### src/rtl/exu_muldiv.sv
// exu_muldiv: iterative RV32M multiply/divide unit.
//
// Takes one operand bit per cycle. Multiplication is shift-add over a
// 2*XLEN accumulator. Division is restoring division. Both run on operand
// magnitudes, and the sign is fixed up on the completing edge. Divide by
// zero and signed overflow complete on the accept edge.
//
// Ports:
//   clk, rst            clock, asynchronous active-high reset
//   i_valid / o_ready   request handshake; o_ready is high only when idle
//   i_op                RV funct3 (MUL..REMU)
//   i_rs1 / i_rs2       operand A (multiplicand/dividend), B (multiplier/divisor)
//   i_rd_addr           destination tag, returned on o_rd_addr
//   i_flush             drops any in-flight or pending result
//   o_valid / i_ready   result handshake; o_rd_wen mirrors o_valid
//   o_result            registered result, held until consumed
//   o_busy              unit is not idle
module exu_muldiv #(
  parameter int unsigned XLEN = 32
) (
  input  logic            clk,
  input  logic            rst,
  input  logic            i_valid,
  output logic            o_ready,
  input  logic [2:0]      i_op,
  input  logic [XLEN-1:0] i_rs1,
  input  logic [XLEN-1:0] i_rs2,
  input  logic [4:0]      i_rd_addr,
  input  logic            i_flush,
  output logic            o_valid,
  input  logic            i_ready,
  output logic [XLEN-1:0] o_result,
  output logic [4:0]      o_rd_addr,
  output logic            o_rd_wen,
  output logic            o_busy
);

  localparam int unsigned     CntW    = $clog2(XLEN);
  localparam logic [CntW-1:0] CntLast = CntW'(XLEN - 1);
  localparam logic [XLEN-1:0] MinNeg  = {1'b1, {(XLEN-1){1'b0}}};

  localparam logic [2:0] OpMulh  = 3'b001;
  localparam logic [2:0] OpMulhu = 3'b011;
  localparam logic [2:0] OpDiv   = 3'b100;
  localparam logic [2:0] OpDivu  = 3'b101;
  localparam logic [2:0] OpRem   = 3'b110;
  localparam logic [2:0] OpRemu  = 3'b111;

  typedef enum logic [1:0] {StIdle, StCalc, StDone} state_e;

  state_e            state_q;
  logic [2:0]        op_q;
  logic [4:0]        rd_q;
  logic [CntW-1:0]   cnt_q;
  logic [XLEN-1:0]   a_q;        // |A|, multiplicand
  logic [XLEN-1:0]   b_q;        // |B|, divisor
  logic              neg_res_q;  // product/quotient needs negation
  logic              neg_a_q;    // remainder takes the sign of A
  logic [2*XLEN-1:0] prod_q;     // high: partial sum, low: multiplier being shifted out
  logic [XLEN:0]     rem_q;
  logic [XLEN-1:0]   quo_q;      // dividend bits shift out as quotient bits shift in
  logic [XLEN-1:0]   result_q;

  // Accept-time decode
  logic            a_signed, b_signed, a_neg, b_neg;
  logic [XLEN-1:0] a_mag, b_mag;
  logic            div_zero, div_ovf, fast;
  logic [XLEN-1:0] fast_res;

  always_comb begin
    a_signed = (i_op != OpMulhu) && (i_op != OpDivu) && (i_op != OpRemu);
    b_signed = (i_op == OpMulh) || (i_op == OpDiv) || (i_op == OpRem);
    a_neg    = a_signed & i_rs1[XLEN-1];
    b_neg    = b_signed & i_rs2[XLEN-1];
    a_mag    = a_neg ? -i_rs1 : i_rs1;
    b_mag    = b_neg ? -i_rs2 : i_rs2;
    div_zero = i_op[2] && (i_rs2 == '0);
    div_ovf  = i_op[2] && !i_op[0] && (i_rs1 == MinNeg) && (i_rs2 == '1);
    fast     = div_zero || div_ovf;
    if (div_zero) begin
      fast_res = i_op[1] ? i_rs1 : '1;
    end else begin
      fast_res = i_op[1] ? '0 : i_rs1;
    end
  end

  // One iteration of each datapath, plus the sign fix-up applied on the last one
  logic [XLEN:0]     mul_sum;
  logic [2*XLEN-1:0] prod_step, prod_fix;
  logic [XLEN+1:0]   rem_wide, rem_trial;
  logic [XLEN:0]     rem_step;
  logic [XLEN-1:0]   quo_step;
  logic [XLEN-1:0]   calc_res;

  always_comb begin
    mul_sum   = {1'b0, prod_q[2*XLEN-1:XLEN]} + (prod_q[0] ? {1'b0, a_q} : '0);
    prod_step = {mul_sum, prod_q[XLEN-1:1]};
    rem_wide  = {rem_q, quo_q[XLEN-1]};
    rem_trial = rem_wide - {2'b00, b_q};
    // Top bit set means the trial subtract went negative: restore
    rem_step  = rem_trial[XLEN+1] ? rem_wide[XLEN:0] : rem_trial[XLEN:0];
    quo_step  = {quo_q[XLEN-2:0], ~rem_trial[XLEN+1]};
    prod_fix  = neg_res_q ? -prod_step : prod_step;
    if (op_q[2]) begin
      if (op_q[1]) begin
        calc_res = neg_a_q ? -rem_step[XLEN-1:0] : rem_step[XLEN-1:0];
      end else begin
        calc_res = neg_res_q ? -quo_step : quo_step;
      end
    end else if (op_q[1:0] == 2'b00) begin
      calc_res = prod_fix[XLEN-1:0];
    end else begin
      calc_res = prod_fix[2*XLEN-1:XLEN];
    end
  end

  always_ff @(posedge clk or posedge rst) begin
    if (rst) begin
      state_q   <= StIdle;
      op_q      <= '0;
      rd_q      <= '0;
      cnt_q     <= '0;
      a_q       <= '0;
      b_q       <= '0;
      neg_res_q <= 1'b0;
      neg_a_q   <= 1'b0;
      prod_q    <= '0;
      rem_q     <= '0;
      quo_q     <= '0;
      result_q  <= '0;
    end else if (i_flush) begin
      state_q <= StIdle;
    end else begin
      unique case (state_q)
        StIdle: begin
          if (i_valid) begin
            op_q      <= i_op;
            rd_q      <= i_rd_addr;
            cnt_q     <= '0;
            a_q       <= a_mag;
            b_q       <= b_mag;
            neg_res_q <= a_neg ^ b_neg;
            neg_a_q   <= a_neg;
            prod_q    <= {{XLEN{1'b0}}, b_mag};
            rem_q     <= '0;
            quo_q     <= a_mag;
            if (fast) begin
              result_q <= fast_res;
              state_q  <= StDone;
            end else begin
              state_q  <= StCalc;
            end
          end
        end
        StCalc: begin
          prod_q <= prod_step;
          rem_q  <= rem_step;
          quo_q  <= quo_step;
          cnt_q  <= cnt_q + CntW'(1);
          if (cnt_q == CntLast) begin
            result_q <= calc_res;
            state_q  <= StDone;
          end
        end
        StDone: begin
          if (i_ready) begin
            state_q <= StIdle;
          end
        end
        default: state_q <= StIdle;
      endcase
    end
  end

  assign o_ready   = (state_q == StIdle);
  assign o_busy    = (state_q != StIdle);
  assign o_valid   = (state_q == StDone);
  assign o_rd_wen  = o_valid;
  assign o_result  = result_q;
  assign o_rd_addr = rd_q;

endmodule

### config.mk
export PLATFORM = sky130hd
export DESIGN_NAME = exu_muldiv
export DESIGN_NICKNAME = d
export VERILOG_FILES = /design/src/rtl/exu_muldiv.sv
export SDC_FILE = /design/constraint.sdc
export NUM_CORES = 1
export LEC_CHECK = 0
export CAP_MARGIN = 20
export CORE_ASPECT_RATIO = 1.1
export CORE_MARGIN = 4
export CORE_UTILIZATION = 35
export DETAILED_ROUTE_END_ITERATION = 10
export GPL_TIMING_DRIVEN = 0
export SYNTH_ARGS = -nofsm -noshare
export SYNTH_HDL_FRONTEND = slang
export SYNTH_SLANG_ARGS = --single-unit
### constraint.sdc
create_clock -name clk -period 8.97 [get_ports clk]
set_input_delay 1.794 -clock clk [delete_from_list [all_inputs] [get_ports clk]]
set_output_delay 1.794 -clock clk [all_outputs]
set_load 0.01 [all_outputs]
# --- Word-level counts from Yosys, hierarchy flattened ---
# Cells that the tools add are included.
totals:
  ff_bits: 242
  latch_bits: 0
  ramBits: 0
  mem_bits_ro: 0
  input_bits: 77
  out_inout_bits: 41
  elab_cells: 92
  mem_count: 0
op_classes:
  n_addsub: 8
  multipliers: 0
  n_div: 0
  magnitude_cmp: 0
  eq_ne: 17
  n_shift: 0
  n_mux: 31
  bitwise: 5
  n_reduce_logical: 19
op_table:
  columns: ["cell", "n"]
  rows:
  - ["$mux W32", 15]
  - ["$mux W64", 2]
  - ["$neg A32 Y32", 4]
  - ["$pmux W32 S2", 2]
  - ["$pmux W64 S2", 1]
  - ["$mux W33", 2]
  - ["$pmux W33 S2", 1]
  - ["$eq A32 B32 Y1 const B", 2]
  - ["$neg A64 Y64", 1]
  - ["$sub A34 B32 Y34", 1]
  - ["$add A32 B32 Y33", 1]
  - ["$logic_not A32 Y1", 1]
  - ["$ne A3 B3 Y1 const B", 4]
  - ["$mux W2", 5]
  - ["$pmux W5 S2", 1]
  - ["$reduce_and A3 Y1", 3]
  - ["$eq A3 B3 Y1 const B", 2]
  - ["$logic_and A1 B1 Y1", 6]
  - ["$ne A3 B2 Y1 const B", 2]
  - ["$pmux W2 S3", 1]
  - ["$add A5 B1 Y5 const B", 1]
  - ["$eq A5 B5 Y1 const B", 1]
  - ["$mux W5", 1]
  - ["$reduce_and A5 Y1", 1]
  - ["other kinds (12)", 19]

# --- Logic depth before layout (Yosys ltp) ---
logic_depth:
  word_depth: 9
  depth_mapped: 23
  depth_no_buf: 20

# --- Worst setup path after synthesis ---
# OpenSTA, ideal clock, no wires.
synth_timing:
  path_kind: "flip-flop to flip-flop"
  start: "register rem_q[17]"
  end: "register result_q[28], in the netlist o_result[28]"
  setup_ns: 0.136
  arrival_time_ns: 5.434
  required_time_ns: 8.834
  setup_slack_ns: 3.401
  path_stages_with_launch: 20
  n_path_buf: 4
  period_less_slack_ns: 5.569
  cell_sequence: "dfrtp_1 ha_1 clkbuf_1 a21oi_1 o21ai_1 a311o_1 a211o_1 o31a_1 nor2_1 clkbuf_1 buf_1 buf_2 mux2i_1 ha_1 o21ai_1 or3_1 or3_1 mux2i_1 a2111oi_0 nor3_1"
synth_via:
  elab_chain_cells: 8
  word_cells_on_any_way: 11
  classes_between: "add/sub: 3; mux: 7; bitwise: 1"
synth_lines:
  columns: ["item", "line_no", "source"]
  rows:
  - ["start: declaration", "60", "logic [XLEN:0] rem_q;"]
  - ["start signal: assignment", "157", "rem_q <= rem_step;"]
  - ["$sub A34 B32 Y34", "99", "rem_trial = rem_wide - {2'b00, b_q};"]
  - ["$mux W33 or $not A1 Y1 (tied branches)", "101, 102", null]
  - ["$neg A32 Y32, on equally long branches", "106, 108", null]
  - ["$mux W32, on equally long branches", "106, 108", null]
  - ["$mux W32 (*)", "105", "if (op_q[1]) begin"]
  - ["$mux W32 (*)", "104", "if (op_q[2]) begin"]
  - ["$mux W32 (*)", "160", "if (cnt_q == CntLast) begin"]
  - ["$pmux W32 S2 (*)", "134", "unique case (state_q)"]
  - ["end signal: assignment", "148", "result_q <= fast_res;"]
  - ["end signal: assignment", "161", "result_q <= calc_res;"]
  - ["end: declaration", "62", "logic [XLEN-1:0] result_q;"]
# Mark *: on every way between the ends. The rest lies on a longest branch, timed or not. The select of a mux whose other input is x is not followed.
# A chain may end at the register's enable or synchronous reset.

# --- Worst setup path after layout ---
layout_timing:
  start: "register b_q[23]"
  end: "register result_q[28], in the netlist o_result[28]"
layout_via:
  elab_chain_cells: 8
  word_cells_on_any_way: 11
  classes_between: "add/sub: 3; mux: 7; bitwise: 1"
layout_lines:
  columns: ["item", "line_no", "source"]
  rows:
  - ["start: declaration", "56", "logic [XLEN-1:0] b_q;"]
  - ["start signal: assignment", "141", "b_q <= b_mag;"]
  - ["$sub A34 B32 Y34 (*)", "99", null]
  - ["$mux W33 or $not A1 Y1 (tied branches)", "101, 102", null]
  - ["$neg A32 Y32, on equally long branches", "106, 108", null]
  - ["$mux W32, on equally long branches", "106, 108", null]
  - ["$mux W32 (*)", "105", null]
  - ["$mux W32 (*)", "104", null]
  - ["$mux W32 (*)", "160", null]
  - ["$pmux W32 S2 (*)", "134", null]
# Marks and branches as above.

==> results.json <==
{
  "max_freq_mhz": 126.4,
  "async_flop_share_pct": 100.0,
  "p_per_area_nw_per_um2": 333.1,
  "stdcell_count": 3557,
  "setup_tns_ns": 0,
  "netlist_instances": 2634,
  "ys_seq_elements": 242,
  "synth_most_common_cell": "nand2_1",
  "path_delay_family": "compound AO/OA/AOI/OAI gates",
  "critPathMaxStageDelay_ns": 0.97,
  "maxSlewViolCount": 0,
  "grt_usage_pct": 29.35,
  "cts_tree": "done",
  "synth_cell_types": 94,
  "io_buffers": 115,
  "gp_congestion": 1.015,
  "grtUsageMet3_pct": 4.951,
  "synth-edff-count": 0,
  "rows": 91,
  "outcome": "completed",
  "clk_path_buf_depth": 3,
  "leakagePower_nw": 9.568,
  "top_usage_layer": "met2",
  "synth.cell_area_um2": 20130,
  "antenna_left": 0,
  "fillers": 5907,
  "critPathSlowestCell": "a2111oi_0",
  "die_x_um": 236.7,
  "firstDrtPassIters": 6,
  "yosys.area.top_type": "dfrtp_1",
  "drc_errors": 0,
  "die-area_um2": 61430,
  "grt_pass1_vias": 20450,
  "start_util_pct": 35.65,
  "vdd_drop_max_mv": 0.1810,
  "cp_max_fo": 10,
  "avgSynthCellArea_um2": 7.644,
  "hold_class": "flip-flop to flip-flop",
  "path_class": "flip-flop to flip-flop",
  "seqCellArea_um2": 6056,
  "clock_skew_ns": 0.01938,
  "worstPathCellList": "inv_1 -> ha_1 -> clkbuf_1 -> a21oi_1 -> a21boi_0 -> a311o_1 -> a211o_1 -> o31a_1 -> nor2_1 -> clkbuf_1 -> buf_1 -> buf_2 -> mux2i_1 -> ha_1 -> o21ai_1 -> or3_1 -> or3_1 -> mux2i_1 -> a2111oi_0 -> nor3_1",
  "grt_pass1_wl_um": 137300,
  "drt_iter0_drc": 2386,
  "vias_per_cell": 6.088,
  "multi_input_area_um2": 13090,
  "core_area_um2": 56470,
  "area_growth_pct": 15.99,
  "fin_crit_ns": 7.910,
  "slew_headroom_pct": 27.39,
  "root_buffer": "clkbuf_16",
  "ctsResizeCount": 0,
  "syn-num-nets": 2785,
  "vias": 21660,
  "synthFlopType": "dfrtp_1",
  "wirelength_um": 94190,
  "end_kind": "flip-flop",
  "cts_inserted_buffers": 31,
  "synth_warnings": 0,
  "use_met1_pct": 39.86,
  "setup_viol": 0,
  "overflow": 0,
  "yosys-top-cells-count": "nand2_1 (344), o21ai_0 (317), a21oi_1 (251)",
  "grt_start_max_net_pins": 114,
  "synth_area_leaders": "dfrtp_1 (30%), o21ai_0 (7.9%), nand2_1 (6.4%)",
  "max_cap_viol_count": 0,
  "timing_hold_violations_final": 0,
  "synth_top_area_share_pct": 30.08,
  "final_nets": 2940,
  "period_share_pct": 88.18,
  "drive_gt1_share_pct": 4.267,
  "die_h_um": 259.5,
  "post_cts_buffers": 0,
  "cts_htree_levels": 1,
  "ys_seq_area_share_pct": 30.08,
  "antenna_found_initial": 1,
  "rsz0062_at_grt": "no",
  "cp_data_required_time_ns": 9.41,
  "cp.arrival_ns": 8.35,
  "clk_pin_slew_worst_paths_ns": 0.06,
  "dp.cells": 3497,
  "worst-path-buf-inv": 5,
  "ioPinCount": 118,
  "critPathLaunchType": "flip-flop",
  "wl_per_cell_um": 26.48,
  "clk_latency_ns": 0.60,
  "clock_sinks": 242,
  "post-dp-hpwl_um": 75010,
  "use_met2_pct": 47.81,
  "worst_pin_slew_ns": 1.062,
  "ctsHoldBuffers": 0
}
-- state kept, by name, summed over array words and instances (netlist names), 2 cells and up --
| register | cells |
|---|---|
| prod_q | 64 |
| a_q | 32 |
| o_rd_addr | 5 |
| quo_q | 32 |
| o_result | 32 |
| cnt_q | 5 |
| state_q | 2 |
| op_q | 3 |
| b_q | 32 |
| rem_q | 33 |
-- worst min-delay path, cell delays in order, from the launching register on --
cell,delay [ns]
dfrtp_1,0.34
nand2_1,0.05
nand2_1,0.05
-- per-stage QoR --
stage	cell area (um^2)	utilization, %	total power, mW	worst slack [ns]	hold WS [ns]
2_1_floorplan	20130	-	4.595	0.5312	0.4418
3_3_place_gp	22220	39.34	6.289	-3.176	0.4610
3_5_place_dp	22290	39.48	6.310	1.412	0.4671
4_1_cts	23330	41.32	7.650	1.389	0.4803
5_1_grt	23350	41.35	8.183	0.8118	0.4968
6_report	23350	41.35	7.778	1.060	0.4745
-- metal layers --
metal / part of all wire, % / wire length [um]
met5: 0 / 0
met4: 3.9 / 3666
met3: 8.4 / 7940
met2: 46 / 42970
met1: 42 / 39610
-- cell families (layout without fill, tap and decap cells) --
logic type	Yosys count	count (layout)	synth area share, %
mux	41	41	2.063
other cells	0	1	0
compound gates	892	892	26.85
xor+xnor	210	210	9.136
fa+ha+maj	74	74	4.673
flops	242	242	30.08
simple gates	934	934	22.29
buf+inv	241	419	4.903
-- path summary, 6_finish.rpt --
kind	start	slack (ns)	depth (start not counted)	endpoint
worst max-delay path	b_q[23]$_DFFE_PP0P_	1.06	20	o_result[28]$_DFFE_PP0P_
min in group asynchronous	rst	1.63	2	prod_q[17]$_DFFE_PP0P_
worst max register to register	b_q[23]$_DFFE_PP0P_	1.06	20	o_result[28]$_DFFE_PP0P_
max in group asynchronous	rst	5.99	4	quo_q[17]$_DFFE_PP0P_
worst min register to register	cnt_q[4]$_DFFE_PP0P_	0.47	2	cnt_q[4]$_DFFE_PP0P_
worst min-delay path	cnt_q[4]$_DFFE_PP0P_	0.47	2	cnt_q[4]$_DFFE_PP0P_
-- cells in the final DEF (no fill, tap or decap), types with 57 or more instances in the layout --
cell and count:
a21oi_1 251, clkbuf_1 149, clkdlybuf4s50_1 115, dfrtp_1 242
ha_1 72, inv_1 72, nand2_1 344, nor2_1 237
nor3_1 57, o21ai_0 317, xnor2_1 118, xor2_1 92
-- layout make-up --
cell class	instances	share of cell area [%]
multi-input cells	2151	56.05
inverters	74	1.222
repair buffers	122	5.299
plain buffers	167	3.038
well taps	744	3.986
diodes	1	0.01072
flip-flops and latches	242	25.93
clock inverters	10	0.5519
clock buffers	46	3.906
-- where the power goes --
group	total [mW]	switching, mW	internal, mW
clock network	1.31	0.529	0.782
logic	4.73	3.16	1.57
registers	1.73	0.368	1.37
No activity file was read; power rests on OpenSTA's default activity.
